$ cat src/rtl/tone_burst_if.sv
// Request/status bundle between the sound controller and the tone burst generator.
// sweep_step is present only when TONE_SWEEP_EN is defined.
interface tone_burst_if #(
  parameter int DIV_W = 20,
  parameter int DUR_W = 12
);
  logic             start;
  logic             stop;
  logic [DIV_W-1:0] half_period;
  logic [DUR_W-1:0] duration_ms;
`ifdef TONE_SWEEP_EN
  logic [7:0]       sweep_step;
`endif
  logic             busy;
  logic             done;
  logic             wave_out;

`ifdef TONE_SWEEP_EN
  modport master (output start, stop, half_period, duration_ms, sweep_step,
                  input  busy, done, wave_out);
  modport slave  (input  start, stop, half_period, duration_ms, sweep_step,
                  output busy, done, wave_out);
`else
  modport master (output start, stop, half_period, duration_ms,
                  input  busy, done, wave_out);
  modport slave  (input  start, stop, half_period, duration_ms,
                  output busy, done, wave_out);
`endif
endinterface

$ cat src/rtl/tone_burst_generator.sv
// Square-wave tone burst source with start/busy/done handshake.
// Optional TONE_SWEEP_EN: per-ms signed half-period sweep, saturating to [1, 2^DIV_W-1].
module tone_burst_generator #(
  parameter int CLK_HZ = 100_000_000,
  parameter int DIV_W  = 20,
  parameter int DUR_W  = 12
) (
  input  logic         sys_clk,
  input  logic         reset,
  tone_burst_if.slave  bus
);
  localparam int TICK_DIV = CLK_HZ / 1000;
  localparam int PW       = (TICK_DIV > 1) ? $clog2(TICK_DIV) : 1;
  localparam logic [PW-1:0] TICK_LAST = PW'(TICK_DIV - 1);

  typedef enum logic {IDLE, PLAY} state_t;
  state_t state, state_nxt;

  logic [DIV_W-1:0] hp_cur, hp_tgt, cnt;
  logic [DUR_W-1:0] rem;
  logic [PW-1:0]    presc;
  logic             wave_q, done_q;
  logic             load, tick, expire, run;

  // stop always beats start, so a load only happens without stop
  assign load   = bus.start && !bus.stop;
  assign tick   = (state == PLAY) && (presc == TICK_LAST);
  assign expire = tick && (rem == DUR_W'(1));
  assign run    = (state == PLAY) && !bus.stop && !expire;

`ifdef TONE_SWEEP_EN
  localparam int HP_MAX = (1 << DIV_W) - 1;
  logic [DIV_W-1:0] hp_swept;
  int               sum;
  always_comb begin
    sum = int'(hp_tgt) + int'($signed(bus.sweep_step));
    if (sum < 1)      sum = 1;
    if (sum > HP_MAX) sum = HP_MAX;
    hp_swept = DIV_W'(sum);
  end
`endif

  always_ff @(posedge sys_clk) begin
    if (reset) state <= IDLE;
    else       state <= state_nxt;
  end

  always_comb begin
    state_nxt = state;
    case (state)
      IDLE: if (load && bus.duration_ms != '0) state_nxt = PLAY;
      PLAY: begin
        if (load)                        state_nxt = (bus.duration_ms != '0) ? PLAY : IDLE;
        else if (bus.stop || expire)     state_nxt = IDLE;
      end
      default: state_nxt = IDLE;
    endcase
  end

  always_comb begin
    bus.busy     = (state == PLAY);
    bus.done     = done_q;
    bus.wave_out = wave_q;
  end

  // hp_tgt collects sweep updates; hp_cur only picks them up at a counter wrap
  always_ff @(posedge sys_clk) begin
    if (reset) begin
      hp_cur <= '0;
      hp_tgt <= '0;
      cnt    <= '0;
      rem    <= '0;
      presc  <= '0;
      wave_q <= 1'b0;
      done_q <= 1'b0;
    end else if (load) begin
      hp_cur <= bus.half_period;
      hp_tgt <= bus.half_period;
      rem    <= bus.duration_ms;
      cnt    <= '0;
      presc  <= '0;
      wave_q <= 1'b0;
      done_q <= (bus.duration_ms == '0);
    end else if (run) begin
      done_q <= 1'b0;
      if (hp_cur == '0) begin
        cnt    <= '0;
        wave_q <= 1'b0;
      end else if (cnt == hp_cur - DIV_W'(1)) begin
        cnt    <= '0;
        wave_q <= ~wave_q;
        hp_cur <= hp_tgt;
      end else begin
        cnt <= cnt + DIV_W'(1);
      end
      if (tick) begin
        presc <= '0;
        rem   <= rem - DUR_W'(1);
`ifdef TONE_SWEEP_EN
        if (hp_tgt != '0) hp_tgt <= hp_swept;
`endif
      end else begin
        presc <= presc + PW'(1);
      end
    end else begin
      done_q <= expire && !bus.stop;
      cnt    <= '0;
      rem    <= '0;
      presc  <= '0;
      wave_q <= 1'b0;
    end
  end
endmodule

$ cat src/flat_wrapper.sv
// flat-port wrapper written by rule: the top's interface ports become plain ports
module tone_burst_generator_flat 
#(
  parameter int CLK_HZ = 100_000_000,
  parameter int DIV_W  = 20,
  parameter int DUR_W  = 12
)
  (sys_clk, reset, bus_start, bus_stop, bus_half_period, bus_duration_ms, bus_busy, bus_done, bus_wave_out);
  tone_burst_if #(.DIV_W(DIV_W), .DUR_W(DUR_W)) bus_i ();
  input  logic sys_clk;
  input  logic reset;
  input wire logic [$bits(bus_i.start)-1:0] bus_start;
  input wire logic [$bits(bus_i.stop)-1:0] bus_stop;
  input wire logic [$bits(bus_i.half_period)-1:0] bus_half_period;
  input wire logic [$bits(bus_i.duration_ms)-1:0] bus_duration_ms;
  output wire logic [$bits(bus_i.busy)-1:0] bus_busy;
  output wire logic [$bits(bus_i.done)-1:0] bus_done;
  output wire logic [$bits(bus_i.wave_out)-1:0] bus_wave_out;
  assign bus_i.start = bus_start;
  assign bus_i.stop = bus_stop;
  assign bus_i.half_period = bus_half_period;
  assign bus_i.duration_ms = bus_duration_ms;
  assign bus_busy = bus_i.busy;
  assign bus_done = bus_i.done;
  assign bus_wave_out = bus_i.wave_out;
  tone_burst_generator #(.CLK_HZ(CLK_HZ), .DIV_W(DIV_W), .DUR_W(DUR_W)) u_core (.sys_clk(sys_clk), .reset(reset), .bus(bus_i));
endmodule
$ cat config.mk
export PLATFORM = sky130hd
export DESIGN_NAME = tone_burst_generator_flat
export DESIGN_NICKNAME = d
export VERILOG_FILES = /design/src/rtl/tone_burst_if.sv /design/src/rtl/tone_burst_generator.sv /design/src/flat_wrapper.sv
export SDC_FILE = /design/constraint.sdc
export NUM_CORES = 1
export LEC_CHECK = 0
export CAP_MARGIN = 40
export CORE_MARGIN = 2
export CORE_UTILIZATION = 55
export CTS_BUF_LIST = sky130_fd_sc_hd__clkbuf_4 sky130_fd_sc_hd__clkbuf_8
export DETAILED_ROUTE_END_ITERATION = 8
export PLACE_DENSITY = 0.86
export SLEW_MARGIN = 15
export SYNTH_ARGS = -nofsm -noshare
export SYNTH_HDL_FRONTEND = slang
export SYNTH_SLANG_ARGS = --single-unit
export TNS_END_PERCENT = 5
$ cat constraint.sdc
create_clock -name sys_clk -period 7.2 [get_ports sys_clk]
set_input_delay 1.44 -clock sys_clk [delete_from_list [all_inputs] [get_ports sys_clk]]
set_output_delay 1.44 -clock sys_clk [all_outputs]
set_load 0.03 [all_outputs]
==> metrics.txt <==
cell chosen for the clock root=sky130_fd_sc_hd__clkbuf_8; syn_nets=roughly 660; CTS resizes=0; Syn Inst Count=~610; post-route worst hold slack=between 400 and 500 ps; Worst Clk Skew=10.8 ps; die extent in x=~98 µm; effective utilization at floorplan=0.560; EDFF count, synth=0; weighted congestion reported at the end of routability-driven placement=slightly above 0.9; kind of start point of the critical path=flip-flop; final setup violation count=0; clock latency on the worst-skew pair=~360 ps; arithmetic-cell share of the synthesized area counting full adders, half adders and majority gates=0.0129; crit path max fanout=24; compound-cell area share of the yosys netlist=0.164; #FFs+latches synth=between 90 and 100; share of synthesized registers carrying an async set or reset=0; CTS H-tree lvls=3; worst hold path type=reg2reg; Die Span Y=between 90 and 100 µm; dominant delay contributor by cell family on the critical path=simple AND/OR/NAND/NOR gates; count of inserted antenna diode cells=0; post-synthesis share of cell area spent on xor and xnor gates=0.105; Tot GR Track Use=0.235; Hold Buf Count CTS=0; VDD IR max=between 0.0001 and 0.00015 V; sum of overflow across all layers after global routing=0; average wire length per cell after detail routing=15.1 µm; main combinational cell family by area after synthesis=simple AND/OR/NAND/NOR gates; vias in the first global route=roughly 4300; combinational cell fraction of total power=0.146; layout filler cell count=752; Bufs on Longest Clock Path=2; number of antenna violations at the first check in global routing=0; Switching Share=0.287; Primary FF master, synth=sky130_fd_sc_hd__dfxtp_1; run status=complete, no violations; Post-DP HPWL=between 8000 and 9000 µm; Die Area=0.00955 mm²; Post-Synthesis Cell Area=0.00483 mm²; wire length of the first global-routing pass=~19000 µm; pin count of the biggest net entering global routing=57; detail-routed via count per cell=6.07; achievable frequency=~270 MHz; setup repair after global routing missed its margin=no; Inserted Clock Buffers=9; share of synthesized cell area in and, or, nand and nor gates=0.291; sum of buffers and inverters on the critical path=1; Relative slew margins=0.358; Net Switching=roughly 0.29 mW; number of max-cap violations=0; total number of clock tree sinks=approximately 90; Slew Limit Fails=0; final total negative setup slack=0 ps; Critical Path Sink Type=flip-flop; ANT nets after route=0; Final Net Count=roughly 670; standby leakage power=1.90 nW; worst path required time=7450 ps; core area=roughly 0.0086 mm²; clock tree from TritonCTS=built; multiplexer fraction of the synthesized cell area=0.00233; post-layout minimum cycle time=3700 ps; most frequent cell on the critical path=sky130_fd_sc_hd__or4_4; data arrival at the endpoint of the critical path=approximately 4000 ps; distinct cell type count of the synthesized netlist=54; transition time of the tightest slew-check pin=955 ps; Iteration-0 DRC Markers=314; setup bufs post-CTS=0; Max stage delay on crit path=~900 ps; YS warnings=0; ratio of total power to cell area=185 mW/mm²; Boundary Pins=39; first-pass iteration count of the detailed router=5; via total after detailed routing=~4500; Syn Area/Cell=7.87 µm²; Clk pwr share=0.331; Period Utilization, post-route=0.513; cell type of the slowest stage on the worst timing path=sky130_fd_sc_hd__or4_1; proportion of synthesized chip area in sequential cells=0.381; Syn-to-layout area delta=13.4%; layout cell share with drive strength beyond 1=0.0550; remaining design rule violation count=0; design internal power=about 0.72 mW; Cell Chain, Critical Path=or4_4 > or4_4 > nor3b_2 > xnor2_1 > or4_1 > nor3_2 > buf_4 > o21ai_1; Clock Pin Slew Worst Setup and Hold Paths=around 100 ps; count of final hold-check violations=0; number of rows in the core area=34; wire length after detailed routing=~11000 µm; sequential share of power=0.522; PortBufs=38; start-to-end type of the worst setup path=reg2reg
## cells in the mapped netlist (3+ instances only)
cell | count | share of area
sky130_fd_sc_hd__xnor2_1 | 26 | 0.047
sky130_fd_sc_hd__nor2_1 | 58 | 0.045
sky130_fd_sc_hd__o22ai_1 | 3 | 0.0039
sky130_fd_sc_hd__o31a_1 | 20 | 0.036
sky130_fd_sc_hd__a21oi_1 | 38 | 0.039
sky130_fd_sc_hd__nand3b_1 | 14 | 0.022
sky130_fd_sc_hd__inv_1 | 14 | 0.011
sky130_fd_sc_hd__nor4_1 | 11 | 0.014
sky130_fd_sc_hd__buf_2 | 6 | 0.0062
sky130_fd_sc_hd__o21ai_1 | 14 | 0.014
sky130_fd_sc_hd__clkbuf_1 | 33 | 0.026
sky130_fd_sc_hd__a41oi_1 | 3 | 0.0054
sky130_fd_sc_hd__and2_1 | 4 | 0.0052
sky130_fd_sc_hd__o2bb2ai_1 | 5 | 0.0091
sky130_fd_sc_hd__nand4_1 | 7 | 0.0091
sky130_fd_sc_hd__or3_1 | 3 | 0.0039
sky130_fd_sc_hd__and3_1 | 10 | 0.013
sky130_fd_sc_hd__xor2_1 | 32 | 0.058
sky130_fd_sc_hd__nand3_1 | 42 | 0.043
sky130_fd_sc_hd__nor2b_1 | 3 | 0.0039
sky130_fd_sc_hd__dfxtp_1 | 92 | 0.38
sky130_fd_sc_hd__or4_1 | 6 | 0.0093
sky130_fd_sc_hd__ha_1 | 5 | 0.013
sky130_fd_sc_hd__and4_1 | 3 | 0.0054
sky130_fd_sc_hd__a22oi_1 | 3 | 0.0047
sky130_fd_sc_hd__o21ai_0 | 11 | 0.011
sky130_fd_sc_hd__o41ai_1 | 7 | 0.013
sky130_fd_sc_hd__nand2_1 | 87 | 0.068
sky130_fd_sc_hd__o31ai_1 | 3 | 0.0047
sky130_fd_sc_hd__nor3_1 | 21 | 0.022
## routing by layer
metal | up-vias | global-route usage | part of all wire
met5 | - | 0 | 0
met4 | 0 | 0.0598 | 0.010
met3 | 12 | 0.0544 | 0.057
met2 | 142 | 0.422 | 0.51
met1 | 2156 | 0.285 | 0.42
li1 | 2205 | - | -
## flip-flops by register name (all words and copies together), names as in the netlist
name and flops:
u_core.bus.busy 1, u_core.bus.done 1, u_core.bus.wave_out 1, u_core.cnt 20, u_core.hp_cur 20, u_core.hp_tgt 20
u_core.presc 17, u_core.rem 12
## logic make-up after synthesis
family / after synthesis
adders and majority gates: 5
and+or+nand+nor: 284
muxes: 1
xor gates and xnor gates: 58
AOI/OAI and AO/OA: 120
buffers and inverters: 54
DFF: 92
## worst paths after layout
check	startpoint	cells past startpoint	end	slack (ps)
min reg2reg	u_core.presc[0]$_SDFF_PP0_	1	u_core.presc[0]$_SDFF_PP0_	470
max	u_core.hp_cur[11]$_SDFFE_PP0P_	8	u_core.hp_cur[18]$_SDFFE_PP0P_	3500
max reg2reg	u_core.hp_cur[11]$_SDFFE_PP0P_	8	u_core.hp_cur[18]$_SDFFE_PP0P_	3500
min	u_core.presc[0]$_SDFF_PP0_	1	u_core.presc[0]$_SDFF_PP0_	470
## power groups by stage
stage / Clock [mW] / Combinational [mW] / Sequential [mW]
2_1_floorplan: 0 / 0.0966 / 0.539
3_3_place_gp: 0 / 0.135 / 0.541
3_5_place_dp: 0 / 0.145 / 0.541
4_1_cts: 0.344 / 0.146 / 0.529
5_1_grt: 0.364 / 0.161 / 0.531
6_report: 0.336 / 0.148 / 0.529
## layout make-up
cell class,instances,area (µm²),area share
well taps,108,135,0.0246
clock buffers,10,131,0.0240
flip-flops and latches,92,1840,0.336
inverters,14,52.6,0.00958
multi-input cells,468,2800,0.511
clock inverters,6,57.6,0.0105
repair buffers,46,463,0.0844
## cell usage in the layout (no fill, tap or decap), types with 4 or more instances in the layout
cell and instances:
sky130_fd_sc_hd__and3_1 10, sky130_fd_sc_hd__and2_1 4, sky130_fd_sc_hd__o21ai_0 11, sky130_fd_sc_hd__xnor2_1 26
sky130_fd_sc_hd__buf_4 4, sky130_fd_sc_hd__nand3_1 42, sky130_fd_sc_hd__nor3_1 20, sky130_fd_sc_hd__or4_1 6
sky130_fd_sc_hd__o31a_1 20, sky130_fd_sc_hd__o2bb2ai_1 5, sky130_fd_sc_hd__a21oi_1 38, sky130_fd_sc_hd__nand3b_1 14
sky130_fd_sc_hd__o21ai_1 14, sky130_fd_sc_hd__o41ai_1 7, sky130_fd_sc_hd__dfxtp_1 92, sky130_fd_sc_hd__nand2_1 87
sky130_fd_sc_hd__inv_1 14, sky130_fd_sc_hd__nor4_1 11, sky130_fd_sc_hd__clkdlybuf4s50_1 38, sky130_fd_sc_hd__ha_1 5
sky130_fd_sc_hd__nand4_1 7, sky130_fd_sc_hd__nor2_1 58, sky130_fd_sc_hd__clkbuf_8 9, sky130_fd_sc_hd__xor2_1 32
## through the flow
| stage | cell area (µm²) | setup slack [ps] | utilization | cells | total power, mW |
|---|---|---|---|---|---|
| 6_report | 5480 | 3500 | 0.635 | 744 | 1.01 |
| 5_1_grt | 5480 | 3300 | 0.635 | 744 | 1.06 |
| 4_1_cts | 5480 | 3530 | 0.635 | 744 | 1.02 |
| 3_5_place_dp | 5290 | 3500 | 0.613 | 728 | 0.686 |
| 3_3_place_gp | 5230 | 2940 | 0.606 | 723 | 0.676 |
| 2_1_floorplan | 4830 | 4340 | - | 614 | 0.635 |
Power figures use the tool's default switching activity.
